`src/rtl/ct_mmu_sram_pkg.sv`:
```
// Shared definitions for the MMU single-port SRAM controller: geometry,
// sweep state encoding and the SRAM pin bundle.
package ct_mmu_sram_pkg;

    localparam int ADDR_WIDTH = 8;
    localparam int DATA_WIDTH = 196;
    localparam int DEPTH      = 1 << ADDR_WIDTH;

    typedef enum logic {
        INIT = 1'b0,
        IDLE = 1'b1
    } sweep_state_e;

    typedef struct packed {
        logic [ADDR_WIDTH-1:0] a;
        logic                  cen;
        logic                  gwen;
        logic [DATA_WIDTH-1:0] wen;
        logic [DATA_WIDTH-1:0] d;
    } sram_pins_t;

    // Pins for a cycle in which the macro is left deselected.
    function automatic sram_pins_t sram_idle_pins();
        sram_pins_t p;
        p.a    = '0;
        p.cen  = 1'b1;
        p.gwen = 1'b1;
        p.wen  = '1;
        p.d    = '0;
        return p;
    endfunction

endpackage

```
`src/rtl/ct_spsram_init_sweep.sv`:
```
// Zero-fill sweep sequencer: walks every entry once after reset or flush
// and pulses flush_done in the first idle cycle afterwards.
module ct_spsram_init_sweep
    import ct_mmu_sram_pkg::*;
(
    input  logic                  clk,
    input  logic                  rst_n,
    input  logic                  flush_req,
    output logic                  sweep_active,
    output logic [ADDR_WIDTH-1:0] sweep_addr,
    output logic                  flush_done
);

    sweep_state_e          state_q, state_d;
    logic [ADDR_WIDTH:0]   init_cnt_q, init_cnt_d;
    logic                  flush_done_q, flush_done_d;

    always_ff @(posedge clk or negedge rst_n) begin
        if (!rst_n) begin
            state_q      <= INIT;
            init_cnt_q   <= '0;
            flush_done_q <= 1'b0;
        end else begin
            state_q      <= state_d;
            init_cnt_q   <= init_cnt_d;
            flush_done_q <= flush_done_d;
        end
    end

    // A flush arriving on the last sweep write restarts rather than completes,
    // so flush_done only ever fires once per uninterrupted pass.
    always_comb begin
        state_d      = state_q;
        init_cnt_d   = init_cnt_q;
        flush_done_d = 1'b0;
        case (state_q)
            INIT: begin
                if (flush_req) begin
                    init_cnt_d = '0;
                end else if (init_cnt_q == (ADDR_WIDTH+1)'(DEPTH - 1)) begin
                    state_d      = IDLE;
                    init_cnt_d   = '0;
                    flush_done_d = 1'b1;
                end else begin
                    init_cnt_d = init_cnt_q + 1'b1;
                end
            end
            IDLE: begin
                if (flush_req) begin
                    state_d    = INIT;
                    init_cnt_d = '0;
                end
            end
            default: begin
                state_d    = INIT;
                init_cnt_d = '0;
            end
        endcase
    end

    assign sweep_active = (state_q == INIT);
    assign sweep_addr   = init_cnt_q[ADDR_WIDTH-1:0];
    assign flush_done   = flush_done_q;

endmodule

```
`src/rtl/ct_spsram_256x196_ctrl.sv`:
```
// Initiator-side controller for the 256x196 MMU SRAM: muxes the zero-fill
// sweep and the valid/ready request port onto the macro pins.
module ct_spsram_256x196_ctrl
    import ct_mmu_sram_pkg::*;
(
    input  logic                  forever_cpuclk,
    input  logic                  cpurst_b,
    input  logic                  flush_req,
    output logic                  flush_busy,
    output logic                  flush_done,
    input  logic                  req_vld,
    output logic                  req_rdy,
    input  logic                  req_wr,
    input  logic [ADDR_WIDTH-1:0] req_addr,
    input  logic [DATA_WIDTH-1:0] req_wdata,
    input  logic [DATA_WIDTH-1:0] req_wmask,
    output logic                  rsp_vld,
    output logic [DATA_WIDTH-1:0] rsp_data,
    output logic [ADDR_WIDTH-1:0] sram_a,
    output logic                  sram_cen,
    output logic                  sram_gwen,
    output logic [DATA_WIDTH-1:0] sram_wen,
    output logic [DATA_WIDTH-1:0] sram_d,
    input  logic [DATA_WIDTH-1:0] sram_q
);

    logic                  sweep_active;
    logic [ADDR_WIDTH-1:0] sweep_addr;
    logic                  req_accept;
    logic                  rd_pend_q, rd_pend_d;
    sram_pins_t            pins;

    ct_spsram_init_sweep u_init_sweep (
        .clk          (forever_cpuclk),
        .rst_n        (cpurst_b),
        .flush_req    (flush_req),
        .sweep_active (sweep_active),
        .sweep_addr   (sweep_addr),
        .flush_done   (flush_done)
    );

    // flush_req blocks acceptance so no access slips in ahead of the sweep.
    assign req_rdy    = !sweep_active && !flush_req;
    assign req_accept = req_vld && req_rdy;
    assign flush_busy = sweep_active;

    always_comb begin
        pins      = sram_idle_pins();
        rd_pend_d = req_accept && !req_wr;
        if (sweep_active) begin
            pins.a    = sweep_addr;
            pins.cen  = 1'b0;
            pins.gwen = 1'b0;
            pins.wen  = '0;
            pins.d    = '0;
        end else if (req_accept) begin
            pins.a   = req_addr;
            pins.cen = 1'b0;
            if (req_wr) begin
                pins.gwen = 1'b0;
                pins.wen  = ~req_wmask;
                pins.d    = req_wdata;
            end
        end
    end

    always_ff @(posedge forever_cpuclk or negedge cpurst_b) begin
        if (!cpurst_b) begin
            rd_pend_q <= 1'b0;
        end else begin
            rd_pend_q <= rd_pend_d;
        end
    end

    assign sram_a    = pins.a;
    assign sram_cen  = pins.cen;
    assign sram_gwen = pins.gwen;
    assign sram_wen  = pins.wen;
    assign sram_d    = pins.d;

    // The macro registers Q itself, so read data is forwarded untouched.
    assign rsp_vld  = rd_pend_q;
    assign rsp_data = sram_q;

endmodule

```
`config.mk`:
```
export PLATFORM = sky130hd
export DESIGN_NAME = ct_spsram_256x196_ctrl
export DESIGN_NICKNAME = d
export VERILOG_FILES = /design/src/rtl/ct_mmu_sram_pkg.sv /design/src/rtl/ct_spsram_init_sweep.sv /design/src/rtl/ct_spsram_256x196_ctrl.sv
export SDC_FILE = /design/constraint.sdc
export NUM_CORES = 1
export LEC_CHECK = 0
export CAP_MARGIN = 0
export CORE_AREA = 2 2 474 476
export CTS_CLUSTER_DIAMETER = 100
export DETAILED_ROUTE_END_ITERATION = 16
export DIE_AREA = 0 0 476 478
export MAX_ROUTING_LAYER = met4
export PLACE_DENSITY = 0.3
export SLEW_MARGIN = 0
export SYNTH_ARGS = -nofsm -noshare
export SYNTH_HDL_FRONTEND = slang
export SYNTH_SLANG_ARGS = --single-unit
```
`constraint.sdc`:
```
create_clock -name forever_cpuclk -period 3.5 [get_ports forever_cpuclk]
set_clock_uncertainty 0.1 [all_clocks]
set_input_delay 0.7 -clock forever_cpuclk [delete_from_list [all_inputs] [get_ports forever_cpuclk]]
set_output_delay 0.7 -clock forever_cpuclk [all_outputs]
set_load 0.02 [all_outputs]
```
==> results.toml, run 1 <==
[clocking]
cts_sinks = 12
clock_pin_slew_of_the_registers_on_the_worst_case_setup_and_hold_paths_ns = 0.04
cts_tree = "built"
ctsRootBufferMaster = "clkbuf_16"
tritoncts.num_buffers = 3
cts.htree.levels = 1
clock_path_buffers = 2
clk_latency_ns = 0.24

[power]
pwr-share-clk_pct = 20.5
seq_power_share_pct = 14.4
leakage_nw = 7.06
proportion_of_power_drawn_by_combinational_gates_pct = 65.2
power_switching_share_pct = 30.0
pwr_density_cell_mw_per_mm2 = 58.1
power.ir.vdd_worst_mv = 0.110
internal_power_uw = 718
totalPowerFinal_mw = 1.02
p_sw_uw = 307

[sta]
number_of_setup_violations_in_the_final_report = 0
final-hold-violation-count = 0
min_period_over_period_pct = 97.8
worst_hold_slack_ns = 0.416
rsz_0062_raised_after_global_routing = "no"
final_max_tran_viols = 0
relSlewSlack_pct = 53.7
fin_crit_ns = 3.42
worst-slew-pin-transition_ns = 0.692
fin_setup_tns_ns = 0
pnr_worst_setup_slack_ns = 0.0766
fmax_mhz = 292

[layout]
post-route-util_pct = 7.90
area_growth_pct = 232
total_nets_final = 1932
finish.cell_count_without_fillers = 4343
final_area_mm2 = 0.0176
post_route_cells_drive_above_1_share_pct = 39.8

[die]
num_rows = 174
die-height_um = 478
floorplan.initialDensity_pct = 2.38
floorplan.io_pins = 1203
die_x_um = 476
die_area_mm2 = 0.228
core_area_mm2 = 0.223

[yosys]
synth_seq_cells = 12
synth_warnings = 0
synth_edf_count = 0
syn_avg_cell_area_um2 = 7.05
yosys-top-cells-count = "and3_1 (196), buf_4 (196), a21oi_2 (130)"
leading_post_synthesis_cells_by_cell_area = "buf_4 (28%), and3_1 (23%), a21oi_2 (21%)"
netlist.top_cell.by_area = "buf_4"
top_cell_type_s_share_of_synthesized_area_pct = 27.7
synth.net_count = 1356
synth-main-ff-cell = "dfrtp_1"
synth_cells = 754
ys_seq_area_share_pct = 5.65
mappedNetlistArea_mm2 = 0.00531
postSynth.asyncResetShare_pct = 100
count_of_different_cell_masters_after_synthesis = 33

[routing]
wl_met3_um = 40200
post_drt_wl_per_cell_um = 39.3
routed_wirelength_um = 171000
routed_via_density = 2.15
detailroute.wirelength.met2_um = 79500
first_iter_violations = 352
routed_vias = 9316
firstDrtPassIters = 4
drc = 0
ant_nets = 0
highest_metal_layer_with_signal_wires = "met4"
route.layer.met1.wl_um = 43600

[worst_setup_path]
crit-reg2reg-capture = "u_init_sweep.init_cnt_q[3]"
crit_start = "flush_req"
worst_setup_path_endpoint = "sram_d[190]"
rrSetupSlack_ns = 1.84
cp_max_fo = 15
cp.required_ns = 2.70
worst-r2r-cell-count = 4
timing.critical_path.from_type = "input port"
end_kind = "output pin"
reg2reg_from = "u_init_sweep.state_q"
critical_path_class = "in2out"
worst-endpoint-arrival_ns = 2.62

[placed_design]
globalplace.congestion = 0.807
place.detailed.instances = 4313
placed_cell_area_mm2 = 0.0174
detailed_place_hpwl_um = 161000
port_buffers = 810
place_worst_setup_slack_ns = -0.114

[global_route]
initial_antenna_violation_count = 214
grt_pass1_wl_um = 191000
grt_pass1_vias = 8983
groute.usage.overall_pct = 14.7
largest_net_degree_at_the_start_of_global_routing = 77
total_congestion_overflow_after_global_routing = 0

[run]
cap_violations = 0

[worst_hold_path]
hold_path_class = "reg2reg"

[outcome]
outcome = "finished, final reports clean"
cells in the final DEF (no fill, tap or decap), types with 5 or more instances in the layout:
| cell type | count |
|---|---|
| buf_6 | 6 |
| o21ai_0 | 7 |
| diode_2 | 23 |
| and3_1 | 191 |
| a21oi_1 | 67 |
| dlygate4sd2_1 | 47 |
| clkdlybuf4s50_1 | 410 |
| dfrtp_1 | 12 |
| buf_12 | 212 |
| dlymetal6s2s_1 | 18 |
| nor2_1 | 6 |
| and3_2 | 5 |
| buf_4 | 164 |
| nand2_1 | 10 |
| a21oi_2 | 131 |
metal layers:
metal  up-vias  track usage [%]
met5         -                -
met4         0             3.63
met1      4003             10.8
met3       564             15.2
li1       3607                -
met2      1142             24.4
repair_timing:
item	4_1_cts	5_1_grt
gates cloned	1	1
setup buffers	2	0
pin swaps	0	0
endpoints found under the hold margin	0	0
hold buffers	0	0
gates resized for setup	58	21
setup endpoints to repair	149	45
critical path, cell delays in order:
cell and delay, ns:
clkdlybuf4s50_1 0.44, and3b_4 0.33, buf_6 0.20, buf_12 0.17, and3_1 0.16, clkdlybuf4s50_1 0.60
power by group through the flow:
stage	combinational (mW)	clock (mW)	sequential, mW
after CTS	0.675	0.210	0.147
after global routing	0.697	0.216	0.148
final	0.668	0.210	0.147
after global placement	0.674	0	0.149
after detailed placement	0.669	0	0.149
after floorplan	0.371	0	0.147
flip-flops by register name, indices dropped and copies added, names as in the netlist:
| name | cells |
|---|---|
| u_init_sweep.init_cnt_q | 9 |
| rsp_vld | 1 |
| u_init_sweep.flush_done | 1 |
| u_init_sweep.state_q | 1 |
how the worst min path moves through the flow:
stage	startpoint	to	slack, ns	cells after the start
floorplan	cpurst_b	rsp_vld	0.30	0
global placement	u_init_sweep.init_cnt_q[7]	u_init_sweep.init_cnt_q[7]	0.38	1
detailed placement	u_init_sweep.init_cnt_q[7]	u_init_sweep.init_cnt_q[7]	0.40	1
CTS	u_init_sweep.init_cnt_q[7]	u_init_sweep.init_cnt_q[7]	0.41	1
global route	u_init_sweep.init_cnt_q[7]	u_init_sweep.init_cnt_q[7]	0.43	1
finish	u_init_sweep.init_cnt_q[7]	u_init_sweep.init_cnt_q[7]	0.42	1
cells by family after synthesis:
logic type | after synthesis | synth area share, %
buffers and inverters | 294 | 37.2
and+or+nand+nor | 227 | 26.1
AOI/OAI and AO/OA | 218 | 30.5
DFF | 12 | 5.65
xor gates and xnor gates | 2 | 0.330
adders and majority gates | 1 | 0.235
final cells by class:
cell class	count	area (µm²)
multi-input combinational	448	3070
clock buffer	3	75.1
inverter	5	26.3
sequential	12	300
tap	2992	3740
fill	26000	206000
timing repair buffer	860	10400
antenna	23	57.6
Note: power is estimated with default switching activity, not from simulation.
==> run 2: changes to the inputs <==
--- a/config.mk
+++ b/config.mk
@@ -5,14 +5,14 @@
 export SDC_FILE = /design/constraint.sdc
 export NUM_CORES = 1
 export LEC_CHECK = 0
-export CAP_MARGIN = 0
+export CAP_MARGIN = 25
 export CORE_AREA = 2 2 474 476
 export CTS_CLUSTER_DIAMETER = 100
 export DETAILED_ROUTE_END_ITERATION = 16
 export DIE_AREA = 0 0 476 478
 export MAX_ROUTING_LAYER = met4
 export PLACE_DENSITY = 0.3
-export SLEW_MARGIN = 0
+export SLEW_MARGIN = 20
 export SYNTH_ARGS = -nofsm -noshare
 export SYNTH_HDL_FRONTEND = slang
 export SYNTH_SLANG_ARGS = --single-unit
==> results of run 2 <==
Same layout as run 1: the final DEF is identical, and so are final timing and power.
==> run 3: changes to the inputs <==
--- a/config.mk
+++ b/config.mk
@@ -6,13 +6,14 @@
 export NUM_CORES = 1
 export LEC_CHECK = 0
 export CAP_MARGIN = 25
-export CORE_AREA = 2 2 474 476
+export CORE_AREA = 4 4 462 464
 export CTS_CLUSTER_DIAMETER = 100
 export DETAILED_ROUTE_END_ITERATION = 16
-export DIE_AREA = 0 0 476 478
+export DIE_AREA = 0 0 466 468
 export MAX_ROUTING_LAYER = met4
 export PLACE_DENSITY = 0.3
 export SLEW_MARGIN = 20
 export SYNTH_ARGS = -nofsm -noshare
 export SYNTH_HDL_FRONTEND = slang
 export SYNTH_SLANG_ARGS = --single-unit
+export TNS_END_PERCENT = 30
==> constraint.sdc (replaced) <==
create_clock -name forever_cpuclk -period 3.5 [get_ports forever_cpuclk]
set_clock_uncertainty 0.1 [all_clocks]
set_input_delay 0.525 -clock forever_cpuclk [delete_from_list [all_inputs] [get_ports forever_cpuclk]]
set_output_delay 0.525 -clock forever_cpuclk [all_outputs]
set_load 0.02 [all_outputs]
==> run 3 against run 2 <==
Against the previous run: count of clock-buffer cells in the layout is 1 higher; non-clock buffer count is 25 lower; cell count is 5.0% lower; design area is 4.0% lower; first-iteration DRC count is 45% higher; flip-flop and latch count stayed put; via count is 0.93% lower; worst setup slack better by 0.19 ns; critical endpoint is now sram_wen[15]; largest cell class unchanged.
==> results.toml, run 3 (synthesis gave the netlist of run 1 again) <==
[routing]
routed_wirelength_um = 168000
first_iter_violations = 511
ant_nets = 0
firstDrtPassIters = 5
drc = 0
post_drt_wl_per_cell_um = 40.8
routed_via_density = 2.24
routed_vias = 9229

[global_route]
grt_pass1_wl_um = 189000
largest_net_degree_at_the_start_of_global_routing = 108
total_congestion_overflow_after_global_routing = 0
initial_antenna_violation_count = 204
grt_pass1_vias = 8875
groute.usage.overall_pct = 15.1

[clocking]
cts.htree.levels = 1
tritoncts.num_buffers = 3
clock_pin_slew_of_the_registers_on_the_worst_case_setup_and_hold_paths_ns = 0.05
cts-hold-fix-buffers = 0
ctsRootBufferMaster = "clkbuf_16"
post_cts.repair.setup_buffers = 0
clk_latency_ns = 0.24
clock_path_buffers = 2
cts_tree = "built"
cts_sinks = 12
cts_resized = 0

[sta]
fmax_mhz = 309
final_max_tran_viols = 0
min_period_over_period_pct = 92.4
worst-slew-pin-transition_ns = 0.695
fin_crit_ns = 3.23
rsz_0062_raised_after_global_routing = "no"
relSlewSlack_pct = 53.6
final-hold-violation-count = 0
number_of_setup_violations_in_the_final_report = 0
fin_setup_tns_ns = 0
pnr_worst_setup_slack_ns = 0.268

[layout]
top_register = "u_init_sweep.init_cnt_q"
total_nets_final = 1907
largest_reg_flops = 9
area_growth_pct = 219
fill_cells = 24300
area_used_by_multi_input_combinational_logic_mm2 = 0.00305
finish.cell_count_without_fillers = 4127
post-route-util_pct = 8.10
register_area_um2 = 300
most_common_cell_after_layout_fill_and_taps_aside = "clkdlybuf4s50_1"
mostFrequentLayoutCells = "clkdlybuf4s50_1 (483), and3_1 (196), buf_12 (195)"
post_route_cells_drive_above_1_share_pct = 37.5

[worst_setup_path]
path_common_cell = "clkdlybuf4s50_1"
worstPathBufferInverterCount = 3
worst-endpoint-arrival_ns = 2.61
worst_path_dominant_cell_family = "buffers and inverters"
slowest_stage = "clkdlybuf4s50_1"
end_kind = "output pin"
critical_path.max_stage_delay_ns = 0.56
cp.required_ns = 2.87
critical_path_class = "in2out"
timing.critical_path.from_type = "input port"
cell_breakdown_of_the_critical_path = "clkdlybuf4s50_1, and3b_4, and2_4, buf_12, a21oi_1, clkdlybuf4s50_1"
cp_max_fo = 41

[die]
core_area_mm2 = 0.209
num_rows = 168
die_x_um = 466
die_area_mm2 = 0.218
floorplan.initialDensity_pct = 2.54
die-height_um = 468
floorplan.io_pins = 1203

[power]
power.ir.vdd_worst_mv = 0.171
pwr_density_cell_mw_per_mm2 = 62.8
leakage_nw = 6.28

[placed_design]
place.detailed.instances = 4105
port_buffers = 810
detailed_place_hpwl_um = 160000
globalplace.congestion = 0.814
place_worst_setup_slack_ns = 0.197

[worst_hold_path]
hold_path_class = "reg2reg"

[outcome]
outcome = "finished, final reports clean"

[run]
cap_violations = 0
-- run 3: cell types whose count changed in the layout (fill, tap and decap cells not counted), moves of 2 or more --
cell and change:
dlygate4sd2_1 -47, dlymetal6s2s_1 -18, a21oi_1 +2, clkdlybuf4s50_1 +73, diode_2 -5, buf_4 -8, and3_1 +5, buf_6 -5
and3_2 -5, buf_12 -17
-- run 3: layout make-up --
cell class | count | share of cell area (%)
antenna | 18 | 0.266
clock buffer | 4 | 0.525
inverter | 5 | 0.155
multi-input combinational | 448 | 18.0
sequential | 12 | 1.77
tap | 2805 | 20.7
timing repair buffer | 835 | 58.6
-- run 3: metrics by stage --
| step | total power, mW | hold WS [ns] | cell area, µm² |
|---|---|---|---|
| final | 1.06 | 0.420 | 16900 |
| after global routing | 1.10 | 0.444 | 16900 |
| after CTS | 1.07 | 0.416 | 16900 |
| after detailed placement | 0.825 | 0.410 | 16800 |
| after global placement | 0.832 | 0.396 | 16800 |
| after floorplan | 0.517 | 0.129 | 5310 |
-- run 3: path summary, 6_finish.rpt --
kind,from,endpoint,slack [ns],depth (start not counted)
worst max-delay path,flush_req,sram_wen[15],0.27,6
worst min-delay path,u_init_sweep.init_cnt_q[7],u_init_sweep.init_cnt_q[7],0.42,1
worst max register to register,u_init_sweep.state_q,u_init_sweep.init_cnt_q[6],1.95,4
worst min register to register,u_init_sweep.init_cnt_q[7],u_init_sweep.init_cnt_q[7],0.42,1
max in group asynchronous,cpurst_b,u_init_sweep.init_cnt_q[2],2.26,1
min in group asynchronous,cpurst_b,u_init_sweep.init_cnt_q[5],0.60,1
-- run 3: per-layer routing --
layer	vias up	wire length (µm)	global-route usage, %	share of wire, %
met4	0	6300	2.85	3.7
met3	540	38300	15.1	23
li1	3553	-	-	-
met5	-	0	-	0
met2	1116	82100	26.4	49
met1	4020	41600	10.7	25
-- run 3: report_power, final --
part           internal [mW]  switching, mW
registers              0.142        0.00503
logic                  0.424          0.249
clock network          0.173         0.0689
total                  0.740          0.323
-- run 3: worst reg2reg max path, cell delays in order (launching register included) --
cell and delay, ns:
dfrtp_1 0.38, buf_4 0.20, nand4b_1 0.30, or3_1 0.36, a21oi_1 0.14
